## src/rtl/layer_mixer.sv

```systemverilog
// layer_mixer: priority compositor for stacked pixel layers with a frame-paced
// brightness fade and a timing delay line matched to the pixel pipeline.
module layer_mixer #(
  parameter int                 NUM_LAYERS  = 8,
  parameter int                 PIXEL_W     = 12,
  parameter int                 LAYER_LAT   = 4,
  parameter logic [PIXEL_W-1:0] BG_COLOR    = '0,
  parameter int                 FADE_FRAMES = 2
) (
  input  logic                               clk_in,
  input  logic                               rst_n_in,
  input  logic                               hsync_in,
  input  logic                               vsync_in,
  input  logic                               blank_in,
  input  logic [NUM_LAYERS*PIXEL_W-1:0]      layer_pixels_in,
  input  logic [NUM_LAYERS-1:0]              layer_enable_in,
  input  logic [1:0]                         fade_cmd_in,
  output logic [PIXEL_W-1:0]                 pixel_out,
  output logic                               hsync_out,
  output logic                               vsync_out,
  output logic                               blank_out,
  output logic [$clog2(NUM_LAYERS+1)-1:0]    top_layer_out,
  output logic                               fade_busy_out
);

  localparam int IDX_W = $clog2(NUM_LAYERS + 1);
  localparam int CH_W  = PIXEL_W / 3;
  localparam int DLY   = LAYER_LAT + 2;
  localparam int DIV_W = (FADE_FRAMES > 1) ? $clog2(FADE_FRAMES) : 1;

  typedef enum logic [1:0] {ST_ON, ST_OFF, ST_FADE_IN, ST_FADE_OUT} fade_state_t;

  fade_state_t          state;
  logic [4:0]           level;
  logic [DIV_W-1:0]     div;
  logic                 vsync_q;
  logic                 frame_tick;
  logic [NUM_LAYERS-1:0] shadow_en;
  logic [DLY-1:0]       hs_dly, vs_dly, bl_dly;
  logic [PIXEL_W-1:0]   sel_pix, s1_pix, scaled;
  logic [IDX_W-1:0]     sel_idx, s1_idx;
  logic                 want_in, want_out;

  assign frame_tick = vsync_q & ~vsync_in;
  assign want_in    = (fade_cmd_in == 2'b01);
  assign want_out   = (fade_cmd_in == 2'b10);

  assign hsync_out  = hs_dly[DLY-1];
  assign vsync_out  = vs_dly[DLY-1];
  assign blank_out  = bl_dly[DLY-1];

  function automatic logic [CH_W-1:0] scale_ch(input logic [CH_W-1:0] c, input logic [4:0] lvl);
    return CH_W'(({5'b0, c} * {{CH_W{1'b0}}, lvl}) >> 4);
  endfunction

  // Descending scan so the lowest-index opaque, enabled layer is the last writer.
  always_comb begin
    sel_pix = BG_COLOR;
    sel_idx = IDX_W'(NUM_LAYERS);
    for (int k = NUM_LAYERS - 1; k >= 0; k--) begin
      if (shadow_en[k] && (layer_pixels_in[k*PIXEL_W +: PIXEL_W] != '0)) begin
        sel_pix = layer_pixels_in[k*PIXEL_W +: PIXEL_W];
        sel_idx = IDX_W'(k);
      end
    end
  end

  always_comb begin
    scaled = '0;
    for (int ch = 0; ch < 3; ch++) begin
      scaled[ch*CH_W +: CH_W] = scale_ch(s1_pix[ch*CH_W +: CH_W], level);
    end
  end

  always_ff @(posedge clk_in or negedge rst_n_in) begin
    if (!rst_n_in) begin
      hs_dly        <= '0;
      vs_dly        <= '0;
      bl_dly        <= '0;
      vsync_q       <= 1'b0;
      shadow_en     <= '1;
      s1_pix        <= '0;
      s1_idx        <= IDX_W'(NUM_LAYERS);
      pixel_out     <= '0;
      top_layer_out <= IDX_W'(NUM_LAYERS);
    end else begin
      hs_dly        <= {hs_dly[DLY-2:0], hsync_in};
      vs_dly        <= {vs_dly[DLY-2:0], vsync_in};
      bl_dly        <= {bl_dly[DLY-2:0], blank_in};
      vsync_q       <= vsync_in;
      if (frame_tick) begin
        shadow_en <= layer_enable_in;
      end
      s1_pix        <= sel_pix;
      s1_idx        <= sel_idx;
      // Tap one short of the end so the blank lines up with the stage-2 register.
      pixel_out     <= bl_dly[DLY-2] ? '0 : scaled;
      top_layer_out <= s1_idx;
    end
  end

  always_ff @(posedge clk_in or negedge rst_n_in) begin
    if (!rst_n_in) begin
      state         <= ST_ON;
      level         <= 5'd16;
      div           <= '0;
      fade_busy_out <= 1'b0;
    end else if (want_in && (state == ST_OFF || state == ST_FADE_OUT)) begin
      state         <= ST_FADE_IN;
      div           <= '0;
      fade_busy_out <= 1'b1;
    end else if (want_out && (state == ST_ON || state == ST_FADE_IN)) begin
      state         <= ST_FADE_OUT;
      div           <= '0;
      fade_busy_out <= 1'b1;
    end else if (frame_tick && (state == ST_FADE_IN || state == ST_FADE_OUT)) begin
      if (div == DIV_W'(FADE_FRAMES - 1)) begin
        div <= '0;
        if (state == ST_FADE_IN) begin
          level <= level + 5'd1;
          if (level == 5'd15) begin
            state         <= ST_ON;
            fade_busy_out <= 1'b0;
          end
        end else begin
          level <= level - 5'd1;
          if (level == 5'd1) begin
            state         <= ST_OFF;
            fade_busy_out <= 1'b0;
          end
        end
      end else begin
        div <= div + 1'b1;
      end
    end
  end

endmodule

```

## config.mk

```make
export PLATFORM = sky130hd
export DESIGN_NAME = layer_mixer
export DESIGN_NICKNAME = d
export VERILOG_FILES = /design/src/rtl/layer_mixer.sv
export SDC_FILE = /design/constraint.sdc
export NUM_CORES = 1
export LEC_CHECK = 0
export ABC_AREA = 1
export ABC_CLOCK_PERIOD_IN_PS = 3100
export CELL_PAD_IN_SITES_DETAIL_PLACEMENT = 1
export CELL_PAD_IN_SITES_GLOBAL_PLACEMENT = 1
export CORE_MARGIN = 3
export CORE_UTILIZATION = 35
export CTS_CLUSTER_DIAMETER = 30
export DETAILED_ROUTE_END_ITERATION = 6
export MAX_ROUTING_LAYER = met4
export PLACE_DENSITY_LB_ADDON = 0.3
export SYNTH_ARGS = -nofsm -noshare
export SYNTH_HDL_FRONTEND = slang
export SYNTH_SLANG_ARGS = --single-unit
```

## constraint.sdc

```tcl
create_clock -name clk_in -period 3.1 [get_ports clk_in]
set_input_delay 0.31 -clock clk_in [delete_from_list [all_inputs] [get_ports clk_in]]
set_output_delay 0.31 -clock clk_in [all_outputs]
set_load 0.03 [all_outputs]
```

==> impl_metrics.yaml <==
critical_path:
  cp_slowest_cell: "fa_1"
  cp_data_arrival_time_ns: 3.11
  r2r_setup_slack_ns: 0.21
  crit_path_frequent_cell: "inv_1"
  slowest_delay_ns: 0.53
  cp-start-kind: "register"
  cp_num_buf_inv: 3
  r2r-start: "level[1]$_DFFE_PN0P_"
  crit_family: "adder cells"
  reg2reg_depth: 11
  path_class: "register to register"
  cp_cell_sequence: "nand2_1 > inv_1 > fa_1 > inv_1 > fa_1 > inv_1 > ha_1 > a21oi_1 > o221ai_1 > o21ai_0 > a21oi_1"
  required_ns: 3.31
  critPathMaxFanout: 15
  endpoint_kind: "register"
  reg2reg_to: "pixel_out[3]$_DFF_PN0_"
sta:
  drv_slew: 0
  slew_headroom: 0.6196
  hold_viol_final: 0
  rsz0062_at_grt: "no"
  finalSetupViolations: 0
  tightestPinTransition_ns: 0.5706
  max_freq_ghz: 0.3454
  whs_ns: 0.3467
  period_share: 0.9339
  period_needed_ns: 2.895
  fin_skew_ns: 0.009638
  tns_ns: 0
worst_hold_path:
  min_from: "vs_dly[3]$_DFF_PN0_"
  hold-path-cell-count: 0
  holdPathEnd: "vs_dly[4]$_DFF_PN0_"
  hp-class: "register to register"
die:
  dieHeight_um: 125.6
  core-area_um2: 13930
  start_util: 0.3592
  dieArea_um2: 15770
  ioPinCount: 131
  die_w_um: 125.6
  rows: 43
cts:
  clk_path_buf_depth: 2
  path_clk_slew_ns: 0.06
  cts.sinks: 66
  cts-root-buf: "clkbuf_16"
  worstSkewPairLatency_ns: 0.34
  cts_made_buffers: 9
  htree_num_levels: 3
  cts_tree: "done"
  post-cts-setup-buffers: 0
detailed_routing:
  via_per_inst: 4.908
  drt_wl_total_um: 15700
  ant_nets: 0
  drt-pass1-iter-count: 4
  drc: 0
  via_count: 4942
  detail_route.wl_per_cell_um: 15.59
  drt_iter0_drc: 211
power_and_ir_drop:
  p_sw_frac: 0.4403
  p_int_uw: 2869
  switching_power_uw: 2257
  vdd_drop_max_mv: 0.3422
  p_leak_uw: 0.003486
  sequentialPowerShare: 0.259
  p_clk_frac: 0.219
  p_comb_frac: 0.522
  p_per_area_nw_per_um2: 758.1
yosys:
  synth_top_area_share: 0.2750
  async_flop_share: 1.000
  ys_seq_elements: 66
  synth.most_common_cell: "nand2_1"
  synth_area_leaders: "dfrtp_1, nand2_1, ha_1"
  synth_ff_type: "dfrtp_1"
  synth_edf_count: 0
  ys_seq_area_frac: 0.3328
  syn_area_um2: 5005
  syn_nets: 852
  ys.warnings.count: 0
  yosys.cell_types.count: 40
  avgSynthCellArea_um2: 7.201
  ys_top_cells_by_count: "nand2_1, inv_1, nor2_1, dfrtp_1, nand3_1"
  synth_top_area_cell: "dfrtp_1"
  synth_cells: 695
final_layout:
  antenna_cells: 0
  nNetsFinal: 979
  area_growth_pct: 35.10
  layout.cells.non_filler: 1007
  drive_gt1_frac: 0.08464
  fin_area_um2: 6761
placement:
  portBuffers: 130
  hpwl_um: 13030
  gp_congestion: 0.8746
  placed_cells: 990
  postPlaceCellArea_um2: 6421
grt:
  grt_pass1_vias: 5394
  grt_max_degree: 37
  overflow: 0
  antenna_found_initial: 0
  grt_pass1_wl_um: 25830
  grt_usage: 0.2075
run_status:
  status: "finished clean"
job:
  maxCapViolations: 0
==> area by class of cell <==
type	instances	area (um^2)
Clock buffer	9	225.2
Clock inverter	7	101.3
Fill cell	1751	7173
Inverter	105	394.1
Multi-Input combinational cell	505	2810
Sequential cell	66	1669
Tap cell	180	225.2
Timing Repair Buffer	135	1336
==> cell families after synthesis <==
family                   share of synthesized area
adder cells (fa/ha/maj)                     0.1375
AND/OR/NAND/NOR                             0.3108
AO/OA/AOI/OAI                              0.09225
buffers and inverters                       0.1058
flip-flops                                  0.3328
XOR/XNOR                                   0.02100
==> worst max-delay path by stage <==
stage | cells after the start | start | end | slack (ns)
final | 11 | level[1]$_DFFE_PN0P_ | pixel_out[3]$_DFF_PN0_ | 0.21
after floorplan | 12 | level[1]$_DFFE_PN0P_ | pixel_out[3]$_DFF_PN0_ | 0.32
after detailed placement | 11 | level[2]$_DFFE_PN0P_ | pixel_out[1]$_DFF_PN0_ | 0.13
after global placement | 11 | level[1]$_DFFE_PN0P_ | pixel_out[3]$_DFF_PN0_ | 0.30
after global routing | 11 | level[1]$_DFFE_PN0P_ | pixel_out[3]$_DFF_PN0_ | 0.03
after CTS | 11 | level[2]$_DFFE_PN0P_ | pixel_out[1]$_DFF_PN0_ | 0.1
==> flip-flops by register name (all words and copies together), names as in the netlist <==
| name | count |
|---|---|
| state | 1 |
| bl_dly | 6 |
| shadow_en | 8 |
| div | 1 |
| pixel_out | 12 |
| level | 5 |
| s1_idx | 4 |
| s1_pix | 12 |
| vs_dly | 6 |
| hs_dly | 6 |
| fade_busy_out | 1 |
| top_layer_out | 4 |
==> power groups by stage <==
stage               registers [uW]  logic, uW  clock network, uW
floorplan                     1360       1760                  0
global placement              1320       2500                  0
detailed placement            1340       2650                  0
CTS                           1330       2690               1140
global route                  1370       3050               1190
finish                        1330       2670               1120
==> placed cells by master (no fill, tap or decap), types with 9 or more instances in the layout <==
master	instances
inv_1	88
clkdlybuf4s50_1	129
nor4_1	9
nor2_1	59
dfrtp_1	52
dfstp_2	11
a22oi_1	10
o21ai_0	29
a21oi_1	23
fa_1	15
clkbuf_16	9
nand3_1	34
nand2_1	230
inv_2	15
ha_1	31
==> metal layers <==
layer  wire [um]  track usage  share of wire  vias to the layer above
li1            -            -              -                     2438
met1        6512       0.2325           0.41                     2360
met2        8185       0.3776           0.52                      123
met3         728      0.03845          0.046                       21
met4         269      0.05612          0.017                        0
met5           0            -              0                        -
==> worst register-to-register path: stages (launching register included) <==
cell,delay (ns)
dfrtp_2,0.51
nand2_1,0.10
inv_1,0.06
fa_1,0.53
inv_1,0.06
fa_1,0.52
inv_1,0.04
ha_1,0.34
a21oi_1,0.17
o221ai_1,0.15
o21ai_0,0.20
a21oi_1,0.08
==> what timing repair did <==
item | 4_1_cts | 5_1_grt
resized for setup | 0 | 3
hold buffers | 1 | 0
setup endpoints to repair | 0 | 7
hold endpoints to repair | 4 | 0
==> through the flow <==
step           total power (uW)  utilization  setup WS (ns)
6_report                   5126       0.4852         0.2050
5_1_grt                    5599       0.4852        0.03269
4_1_cts                    5166       0.4850        0.09577
3_5_place_dp               3991       0.4608         0.1275
3_3_place_gp               3821       0.4608         0.3022
2_1_floorplan              3123            -         0.3233
Note: power is estimated with default switching activity, not from simulation.
